<file path="config.mk">
export PLATFORM = sky130hd
export DESIGN_NAME = reg_pipe_n
export DESIGN_NICKNAME = d
export VERILOG_FILES = /design/src/rtl/reg_pipe_n.sv
export SDC_FILE = /design/constraint.sdc
export NUM_CORES = 1
export LEC_CHECK = 0
export ABC_CLOCK_PERIOD_IN_PS = 2000
export CORE_MARGIN = 2
export CORE_UTILIZATION = 30
export CTS_CLUSTER_SIZE = 40
export DETAILED_ROUTE_END_ITERATION = 10
export GPL_TIMING_DRIVEN = 0
export HOLD_SLACK_MARGIN = 0.05
export MAX_ROUTING_LAYER = met4
export PLACE_DENSITY = 0.55
export SYNTH_ARGS = -nofsm -noshare
export SYNTH_HDL_FRONTEND = slang
export SYNTH_SLANG_ARGS = --single-unit
export TNS_END_PERCENT = 20
</file>
<file path="constraint.sdc">
create_clock -name CLK -period 2 [get_ports CLK]
set_input_delay 0.5 -clock CLK [delete_from_list [all_inputs] [get_ports CLK]]
set_output_delay 0.5 -clock CLK [all_outputs]
set_load 0.05 [all_outputs]
</file>
<file path="src/rtl/reg_pipe_n.sv">
// reg_pipe_n: WIDTH-bit, DEPTH-stage register pipeline with a valid/ready
// handshake on both sides. Stalled words hold in place, and bubbles collapse
// forward. It also has a synchronous flush (CLR) and an occupancy count.
// Optional feature macro: REG_PIPE_STALL_CNT_EN. When it is defined, the block
// adds a saturating 16-bit STALL_CNT output that counts the cycles where the
// output is stalled.

// One pipeline stage: a valid bit plus a data word.
module reg_pipe_stage #(
  parameter int WIDTH = 4
) (
  input  logic             clk,
  input  logic             rst_n,
  input  logic             clr,
  input  logic             ld,
  input  logic             up_v,
  input  logic [WIDTH-1:0] up_d,
  output logic             v,
  output logic [WIDTH-1:0] d
);

  // Data only moves on a valid load, so the last stage keeps its word when the pipe drains.
  always_ff @(posedge clk or negedge rst_n) begin
    if (!rst_n) begin
      v <= 1'b0;
      d <= '0;
    end else if (clr) begin
      v <= 1'b0;
    end else if (ld) begin
      v <= up_v;
      if (up_v) d <= up_d;
    end
  end

endmodule

module reg_pipe_n #(
  parameter int WIDTH = 4,
  parameter int DEPTH = 3
) (
  input  logic                       CLK,
  input  logic                       RST_N,
  input  logic                       CLR,
  input  logic                       IN_VALID,
  output logic                       IN_READY,
  input  logic [WIDTH-1:0]           D_IN,
  output logic                       OUT_VALID,
  input  logic                       OUT_READY,
  output logic [WIDTH-1:0]           D_OUT,
  output logic [$clog2(DEPTH+1)-1:0] OCCUPANCY
`ifdef REG_PIPE_STALL_CNT_EN
  ,
  output logic [15:0]                STALL_CNT
`endif
);

  localparam int OCC_W = $clog2(DEPTH+1);

  logic [DEPTH-1:0]            v;
  logic [DEPTH-1:0]            r;
  logic [DEPTH-1:0][WIDTH-1:0] d;

  // Ready ripples back from the consumer. An empty stage is always ready,
  // and that is what makes bubbles collapse.
  always_comb begin
    r = '0;
    r[DEPTH-1] = ~v[DEPTH-1] | OUT_READY;
    for (int k = DEPTH-2; k >= 0; k--) r[k] = ~v[k] | r[k+1];
  end

  assign IN_READY  = r[0] & ~CLR;
  assign OUT_VALID = v[DEPTH-1];
  assign D_OUT     = d[DEPTH-1];

  for (genvar k = 0; k < DEPTH; k++) begin : g_stage
    if (k == 0) begin : g_head
      reg_pipe_stage #(.WIDTH(WIDTH)) u_stage (
        .clk(CLK), .rst_n(RST_N), .clr(CLR), .ld(r[k]),
        .up_v(IN_VALID), .up_d(D_IN), .v(v[k]), .d(d[k])
      );
    end else begin : g_body
      reg_pipe_stage #(.WIDTH(WIDTH)) u_stage (
        .clk(CLK), .rst_n(RST_N), .clr(CLR), .ld(r[k]),
        .up_v(v[k-1]), .up_d(d[k-1]), .v(v[k]), .d(d[k])
      );
    end
  end

  // Occupancy is the popcount of the registered valid bits.
  always_comb begin
    OCCUPANCY = '0;
    for (int k = 0; k < DEPTH; k++) OCCUPANCY = OCCUPANCY + OCC_W'(v[k]);
  end

`ifdef REG_PIPE_STALL_CNT_EN
  // Count the edges where the output is stalled. The count saturates at
  // all-ones, and a flush takes priority over an increment.
  always_ff @(posedge CLK or negedge RST_N) begin
    if (!RST_N)                                          STALL_CNT <= '0;
    else if (CLR)                                        STALL_CNT <= '0;
    else if (OUT_VALID && !OUT_READY && STALL_CNT != 16'hFFFF) STALL_CNT <= STALL_CNT + 16'd1;
  end
`endif

endmodule
</file>
==> results of run 1 <==
## layout make-up
| cell class | instances | area [um2] | area share |
|---|---|---|---|
| Buffer | 5 | 41.3 | 0.0461 |
| Clock buffer | 4 | 26.3 | 0.0293 |
| Inverter | 2 | 7.51 | 0.00838 |
| Multi-Input combinational cell | 24 | 264 | 0.295 |
| Sequential cell | 15 | 378 | 0.422 |
| Tap cell | 28 | 35.0 | 0.0391 |
| Timing Repair Buffer | 16 | 144 | 0.161 |
## final timing paths
path,from,depth (start not counted),endpoint
hold reg to reg,g_stage[1].g_body.u_stage.d[2]$_DFFE_PN0P_,1,g_stage[1].g_body.u_stage.d[2]$_DFFE_PN0P_
setup / recovery,g_stage[0].g_head.u_stage.v$_DFFE_PN0P_,2,OCCUPANCY[0]
hold / removal,g_stage[1].g_body.u_stage.d[2]$_DFFE_PN0P_,1,g_stage[1].g_body.u_stage.d[2]$_DFFE_PN0P_
min in group asynchronous,RST_N,1,g_stage[2].g_body.u_stage.d[2]$_DFFE_PN0P_
max in group asynchronous,RST_N,1,g_stage[0].g_head.u_stage.v$_DFFE_PN0P_
setup reg to reg,g_stage[2].g_body.u_stage.v$_DFFE_PN0P_,4,g_stage[0].g_head.u_stage.d[0]$_DFFE_PN0P_
## what timing repair did
action                                  in CTS  in global routing
resized for setup                           22                  5
endpoints found under the setup margin       8                  3
hold endpoints to repair                     0                  0
## routing by layer
layer	wire length (um)	track usage	vias up
met2	484	0.128	7
met1	447	0.113	198
met5	0	-	-
li1	-	-	194
met3	31	0.0259	2
met4	7	0.0789	0
## registers in the layout (all words and copies together), names as in the netlist
| register | cells |
|---|---|
| g_stage.g_body.u_stage.d | 8 |
| g_stage.g_head.u_stage.d | 4 |
| g_stage.g_body.u_stage.v | 2 |
| g_stage.g_head.u_stage.v | 1 |
## worst max-delay path, cell delays in order (launching register included)
cell     delay, ns
dfrtp_2       0.46
fa_1          0.52
buf_4         0.19
## logic make-up after synthesis
group	Yosys count	share of synthesized area
AOI/OAI and AO/OA	5	0.0679
DFF	15	0.550
adders and majority gates	1	0.0294
buffers and inverters	7	0.0716
muxes	12	0.220
and+or+nand+nor	6	0.0605
## power groups by stage
stage               logic [mW]  registers (mW)  clock network (mW)
floorplan                0.281           0.410                   0
global placement         0.381           0.418                   0
detailed placement       0.385           0.420                   0
CTS                      0.372           0.413               0.178
global route             0.391           0.424               0.192
finish                   0.367           0.412               0.170
## Yosys cell counts, drive strengths merged
library cell	n	area (um2)
dfrtp	15	375
mux2	12	150
buf	5	41.3
nor2	4	15.0
a31oi	2	12.5
inv	2	7.51
a211o	1	8.76
a21oi	1	5.00
a311o	1	20.0
fa	1	20.0
nor2b	1	13.8
nor3b	1	12.5
## stage by stage
stage / setup slack, ns / hold WS [ns] / cell area [um2] / instances
finish: 0.0507 / 0.509 / 896 / 94
global route: 0.00185 / 0.530 / 896 / 94
CTS: -0.00985 / 0.509 / 897 / 94
detailed placement: -0.660 / 0.487 / 883 / 90
global placement: -0.657 / 0.488 / 883 / 90
floorplan: 0.0138 / 0.204 / 688 / 46
==> results.yml, run 1 <==
status:
  status: "finished, final reports clean"
grt:
  antenna_found_initial: 0
  grt_max_degree: 16
  grt_pass1_vias: 373
  overflow: 0
  track_usage: 0.0934
  grt_first_pass_wirelength_mm: 1.69
worst_setup_path:
  critPathMaxFanout: 6
  start_kind: "flip-flop"
  critPathKind: "reg -> out"
  cp.required_ns: 1.50
  reg2reg_slack_ns: 0.47
  arrival_ns: 1.45
  cp-end-kind: "output port"
routing:
  vias: 401
  first_pass_iters: 3
  drc_errors: 0
  wl_per_cell_um: 10.3
  via_per_inst: 4.27
  wirelength_um: 970
  drtIter0Drc: 4
  antenna_left: 0
die:
  io_pins: 17
  die_h_um: 51.7
  floorplan.die.width_um: 51.7
  row_count: 17
  core-area_um2: 2170
  start_util: 0.314
  die-area_um2: 2670
logic_synthesis:
  yosys_warnings: 0
  syn_inst: 46
  ys_seq_area_frac: 0.550
  post_synth.cell_area_avg_um2: 14.8
  syn-num-nets: 56
  synth_cell_types: 14
  synth-seq-cells: 15
  synth_area_um2: 682
clock_tree:
  cts_buffers: 3
  clock_latency_ns: 0.28
  clockRootBuffer: "clkbuf_4"
  ctsHoldBuffers: 0
  clk_path_buf_depth: 2
  h-tree-depth: 1
  cts_tree: "done"
  cts.sink_count: 15
  post_cts_buffers: 0
  clkTransAtPathRegs_ns: 0.09
timing:
  final-max-slew-violation-count: 0
  skew_ns: 0.000365
  final_hold_viol_count: 0
  rsz0062_at_grt: "false"
  final.period_utilization: 0.975
  fmax_ghz: 0.513
  setup_violations: 0
  fin_tns_setup_ns: 0
  tightest_slew_ns: 0.636
  fin_crit_ns: 1.95
  relSlewSlack: 0.575
cells_and_area:
  final_nets: 77
  utilization: 0.413
  drive_gt1_frac: 0.500
  fillers: 221
  diodes: 0
  syn_to_final_growth_pct: 31.4
  final_cell_mix: "13 x dfrtp_1, 9 x buf_4, 8 x mux2_2"
  final_common_cell: "dfrtp_1"
pwr:
  clkPwrFrac: 0.179
  p_sw_frac: 0.346
  ir_worst_vdd_uv: 452
  intPower_mw: 0.621
  power_switching_mw: 0.328
  p_comb_frac: 0.387
  seqPwrFrac: 0.434
  power_mw: 0.949
  p_leak_nw: 0.429
  cellPowerDensity_nw_per_um2: 1060
placement:
  hpwl_um: 741
  gp_congestion: 0.624
  port_buffers: 16
job:
  maxCapViolCount: 0
worst_hold_path:
  hp-class: "reg -> reg"
Power figures use the tool's default switching activity.
==> inputs of run 2 (changes only) <==
--- a/config.mk
+++ b/config.mk
@@ -8,6 +8,7 @@
 export ABC_CLOCK_PERIOD_IN_PS = 2000
 export CORE_MARGIN = 2
 export CORE_UTILIZATION = 30
+export CTS_BUF_LIST = sky130_fd_sc_hd__clkbuf_8
 export CTS_CLUSTER_SIZE = 40
 export DETAILED_ROUTE_END_ITERATION = 10
 export GPL_TIMING_DRIVEN = 0
==> run 2 against run 1 <==
Power increased by 6.7%. Critical endpoint unchanged. Sequential share of layout area decreased by 1.2 points. Clock skew increased by 0.00053 ns. Via count decreased by 0.50%. Count of clock-buffer cells in the layout decreased by 1. Fmax decreased by 0.47%. Hold slack got worse by 0.0071 ns.
==> results.yml, run 2 (same netlist as run 1, synthesis figures left out) <==
cells_and_area:
  finalNonFillerCells: 94
  fillers: 225
  regArea_um2: 375
  drive_gt1_frac: 0.470
  top_regs: "g_stage.g_body.u_stage.d x8, g_stage.g_head.u_stage.d x4, g_stage.g_body.u_stage.v x2"
  largest_register_ff_count: 8
  diodes: 0
  syn_to_final_growth_pct: 34.3
  final_nets: 77
  final_common_cell: "dfrtp_1"
  regMostFlops: "g_stage.g_body.u_stage.d"
  final_cell_mix: "15 x dfrtp_1, 8 x mux2_2, 8 x buf_4"
  multiInputGateArea_um2: 264
pwr:
  p_leak_nw: 0.456
  power_mw: 1.01
  ir_worst_vdd_uv: 492
  cellPowerDensity_nw_per_um2: 1110
grt:
  grt_pass1_vias: 381
  grt_max_degree: 16
  overflow: 0
  track_usage: 0.0959
  grt_first_pass_wirelength_mm: 1.73
  antenna_found_initial: 0
clock_tree:
  cts_buffers: 3
  post_cts_buffers: 0
  clk_path_buf_depth: 2
  clkTransAtPathRegs_ns: 0.06
  cts.sink_count: 15
  clockRootBuffer: "clkbuf_8"
  h-tree-depth: 1
  clock_latency_ns: 0.24
  cts_tree: "done"
routing:
  antenna_left: 0
  first_pass_iters: 3
  via_per_inst: 4.24
  drtIter0Drc: 1
  wl_per_cell_um: 10.6
  drc_errors: 0
  vias: 399
  wirelength_mm: 1.00
die:
  row_count: 17
  die_h_um: 51.7
  core-area_um2: 2170
  io_pins: 17
  floorplan.die.width_um: 51.7
  die-area_um2: 2670
  start_util: 0.314
worst_setup_path:
  critPathMaxFanout: 6
  arrival_ns: 1.46
  start_kind: "flip-flop"
  critPathKind: "reg -> out"
  cp-end-kind: "output port"
  cp.required_ns: 1.50
worst_hold_path:
  hp-class: "reg -> reg"
timing:
  layout_setup_ws_ns: 0.0415
  final_hold_viol_count: 0
  relSlewSlack: 0.574
  final-max-slew-violation-count: 0
  tightest_slew_ns: 0.637
  final.period_utilization: 0.979
  fmax_ghz: 0.511
  rsz0062_at_grt: "true"
  fin_crit_ns: 1.96
  skew_ns: 0.000893
  fin_tns_setup_ns: 0
  setup_violations: 0
placement:
  hpwl_um: 741
  pre_cts_ws_ns: -0.660
  gp_congestion: 0.624
  port_buffers: 16
  placed_cells: 90
job:
  maxCapViolCount: 0
status:
  status: "finished, final reports clean"
[run 2: metrics by stage]
step,utilization,hold WS [ns],area [um2]
4_1_cts,0.425,0.503,922
2_1_floorplan,-,0.204,688
3_3_place_gp,0.407,0.488,883
3_5_place_dp,0.407,0.487,883
6_report,0.422,0.502,916
5_1_grt,0.422,0.522,916
[run 2: metal layers]
layer  up-vias  global-route usage  wire (um)
met3         2              0.0259         31
met4         0              0.0789          8
met1       193               0.109        451
li1        197                   -          -
met5         -                   -          0
met2         7               0.141        509
[run 2: timing repair]
action                                  4_1_cts  5_1_grt
hold buffers                                  0        0
resized for setup                            14        9
endpoints found under the setup margin        3        8
[run 2: worst max-delay path: stages, from the launching register on]
cell and delay, ns:
dfrtp_1 0.46, fa_1 0.53, clkbuf_4 0.22
[run 2: where the power goes]
| part | switching [mW] | internal [mW] |
|---|---|---|
| clock network | 0.0949 | 0.135 |
| registers | 0.0391 | 0.375 |
| logic | 0.198 | 0.169 |
| total | 0.332 | 0.680 |
[run 2: final cells by class]
type,count,share of cell area
Buffer,5,0.0451
Clock buffer,3,0.0451
Clock inverter,1,0.00410
Inverter,2,0.00820
Multi-Input combinational cell,24,0.288
Sequential cell,15,0.410
Tap cell,28,0.0383
Timing Repair Buffer,16,0.161
[run 2: path summary, 6_finish.rpt]
path / from / to / slack (ns) / cells after the start
min in group asynchronous: RST_N / g_stage[2].g_body.u_stage.d[2]$_DFFE_PN0P_ / 0.66 / 1
max reg2reg: g_stage[2].g_body.u_stage.v$_DFFE_PN0P_ / g_stage[0].g_head.u_stage.d[0]$_DFFE_PN0P_ / 0.47 / 4
min: g_stage[1].g_body.u_stage.d[2]$_DFFE_PN0P_ / g_stage[1].g_body.u_stage.d[2]$_DFFE_PN0P_ / 0.50 / 1
max in group asynchronous: RST_N / g_stage[0].g_head.u_stage.d[1]$_DFFE_PN0P_ / 0.94 / 1
max: g_stage[0].g_head.u_stage.v$_DFFE_PN0P_ / OCCUPANCY[0] / 0.04 / 2
min reg2reg: g_stage[1].g_body.u_stage.d[2]$_DFFE_PN0P_ / g_stage[1].g_body.u_stage.d[2]$_DFFE_PN0P_ / 0.50 / 1
==> inputs of run 3 (changes only) <==
--- a/config.mk
+++ b/config.mk
@@ -6,7 +6,7 @@
 export NUM_CORES = 1
 export LEC_CHECK = 0
 export ABC_CLOCK_PERIOD_IN_PS = 2000
-export CORE_MARGIN = 2
+export CORE_MARGIN = 5
 export CORE_UTILIZATION = 30
 export CTS_BUF_LIST = sky130_fd_sc_hd__clkbuf_8
 export CTS_CLUSTER_SIZE = 40
==> run 3 against run 2 <==
Via count is 2.0% higher. Setup slack better by 0.0021 ns. Clock skew hardly changed. Core utilization is 0.18 points lower. Largest cell class unchanged.
==> results.yml, run 3 (same netlist as run 1, synthesis figures left out) <==
routing:
  drc_errors: 0
  wl_per_cell_um: 11.6
  vias: 407
  antenna_left: 0
  wirelength_mm: 1.09
  first_pass_iters: 2
  drtIter0Drc: 1
  via_per_inst: 4.33
timing:
  final.period_utilization: 0.978
  fin_crit_ns: 1.96
  hold_ws_ns: 0.504
  setup_violations: 0
  final_hold_viol_count: 0
  tightest_slew_ns: 0.668
  skew_ns: 0.00104
  fmax_ghz: 0.511
  rsz0062_at_grt: "false"
  final-max-slew-violation-count: 0
  relSlewSlack: 0.553
clock_tree:
  cts_tree: "done"
  h-tree-depth: 1
  clockRootBuffer: "clkbuf_8"
  cts_buffers: 3
  clkTransAtPathRegs_ns: 0.05
  clk_path_buf_depth: 2
  clock_latency_ns: 0.24
  cts.sink_count: 15
cells_and_area:
  regMostFlops: "g_stage.g_body.u_stage.d"
  final_area_um2: 921
  final_nets: 77
  top_regs: "g_stage.g_body.u_stage.d x8, g_stage.g_head.u_stage.d x4, g_stage.g_body.u_stage.v x2"
  final_common_cell: "dfrtp_1"
  fillers: 215
  final_cell_mix: "15 x dfrtp_1, 8 x mux2_2, 8 x clkdlybuf4s50_1"
  finalNonFillerCells: 94
  diodes: 0
  drive_gt1_frac: 0.439
  largest_register_ff_count: 8
  syn_to_final_growth_pct: 35.0
placement:
  gp_congestion: 0.651
  placed_cells: 90
  port_buffers: 16
  placed_area_um2: 883
pwr:
  ir_worst_vdd_uv: 462
  cellPowerDensity_nw_per_um2: 1100
  power_mw: 1.01
  p_leak_nw: 0.454
die:
  core-area_um2: 2190
  start_util: 0.311
  floorplan.die.width_um: 57.7
  row_count: 17
  io_pins: 17
  die_h_um: 57.7
  die-area_um2: 3330
worst_setup_path:
  cp.required_ns: 1.50
  cp_slowest_stage_delay_ns: 0.78
  start_kind: "flip-flop"
  path_cells: "buf_4 > clkdlybuf4s50_1"
  critPathKind: "reg -> out"
  cp_num_buf_inv: 2
  critPathMaxFanout: 2
  cp-end-kind: "output port"
  slowest_stage: "clkdlybuf4s50_1"
  critPathTopFamily: "buffers and inverters"
  arrival_ns: 1.46
job:
  maxCapViolCount: 0
grt:
  grt_pass1_vias: 401
  grt_max_degree: 16
  overflow: 0
  grt_first_pass_wirelength_mm: 1.77
  track_usage: 0.0745
  antenna_found_initial: 0
worst_hold_path:
  hp-class: "reg -> reg"
status:
  status: "finished, final reports clean"
==> run 3: final cells by class <==
class / count / area (um2) / share of cell area
clock inverter: 1 / 3.75 / 0.00408
inverter: 2 / 7.51 / 0.00815
sequential: 15 / 375 / 0.408
clock buffer: 3 / 41.3 / 0.0448
timing repair buffer: 16 / 153 / 0.166
multi-input combinational: 24 / 264 / 0.287
tap: 28 / 35.0 / 0.0380
buffer: 5 / 41.3 / 0.0448
==> run 3: path summary, 6_finish.rpt <==
kind / cells past startpoint / endpoint / slack [ns] / from
worst max-delay path: 2 / D_OUT[2] / 0.04 / g_stage[2].g_body.u_stage.d[2]$_DFFE_PN0P_
worst min-delay path: 1 / g_stage[2].g_body.u_stage.d[0]$_DFFE_PN0P_ / 0.50 / g_stage[2].g_body.u_stage.d[0]$_DFFE_PN0P_
worst max register to register: 4 / g_stage[0].g_head.u_stage.d[1]$_DFFE_PN0P_ / 0.45 / g_stage[2].g_body.u_stage.v$_DFFE_PN0P_
worst min register to register: 1 / g_stage[2].g_body.u_stage.d[0]$_DFFE_PN0P_ / 0.50 / g_stage[2].g_body.u_stage.d[0]$_DFFE_PN0P_
max in group asynchronous: 1 / g_stage[1].g_body.u_stage.d[1]$_DFFE_PN0P_ / 0.90 / RST_N
min in group asynchronous: 1 / g_stage[2].g_body.u_stage.v$_DFFE_PN0P_ / 0.67 / RST_N
==> run 3: power by group <==
group | internal (mW) | switching [mW] | total, mW
sequential | 0.375 | 0.0380 | 0.413
combinational | 0.176 | 0.198 | 0.374
clock | 0.135 | 0.0916 | 0.227
total | 0.687 | 0.328 | 1.01
==> run 3: stage by stage <==
step,TNS (ns),worst slack [ns],util
floorplan,0,0.0138,-
global placement,-1.18,-0.662,0.403
CTS,-0.0440,-0.0440,0.422
global route,0,0.00273,0.420
detailed placement,-1.34,-0.678,0.403
finish,0,0.0436,0.420
==> run 3: repair_timing <==
item	in CTS	in global routing
resized for setup	15	6
setup buffers	0	0
hold buffers	0	0
setup endpoints to repair	3	5
==> run 3: metal layers <==
| metal | vias up | wire (um) | global-route usage |
|---|---|---|---|
| met5 | - | 0 | - |
| li1 | 201 | - | - |
| met4 | 0 | 21 | 0.0596 |
| met1 | 195 | 480 | 0.0762 |
| met2 | 9 | 556 | 0.115 |
| met3 | 2 | 34 | 0.0267 |
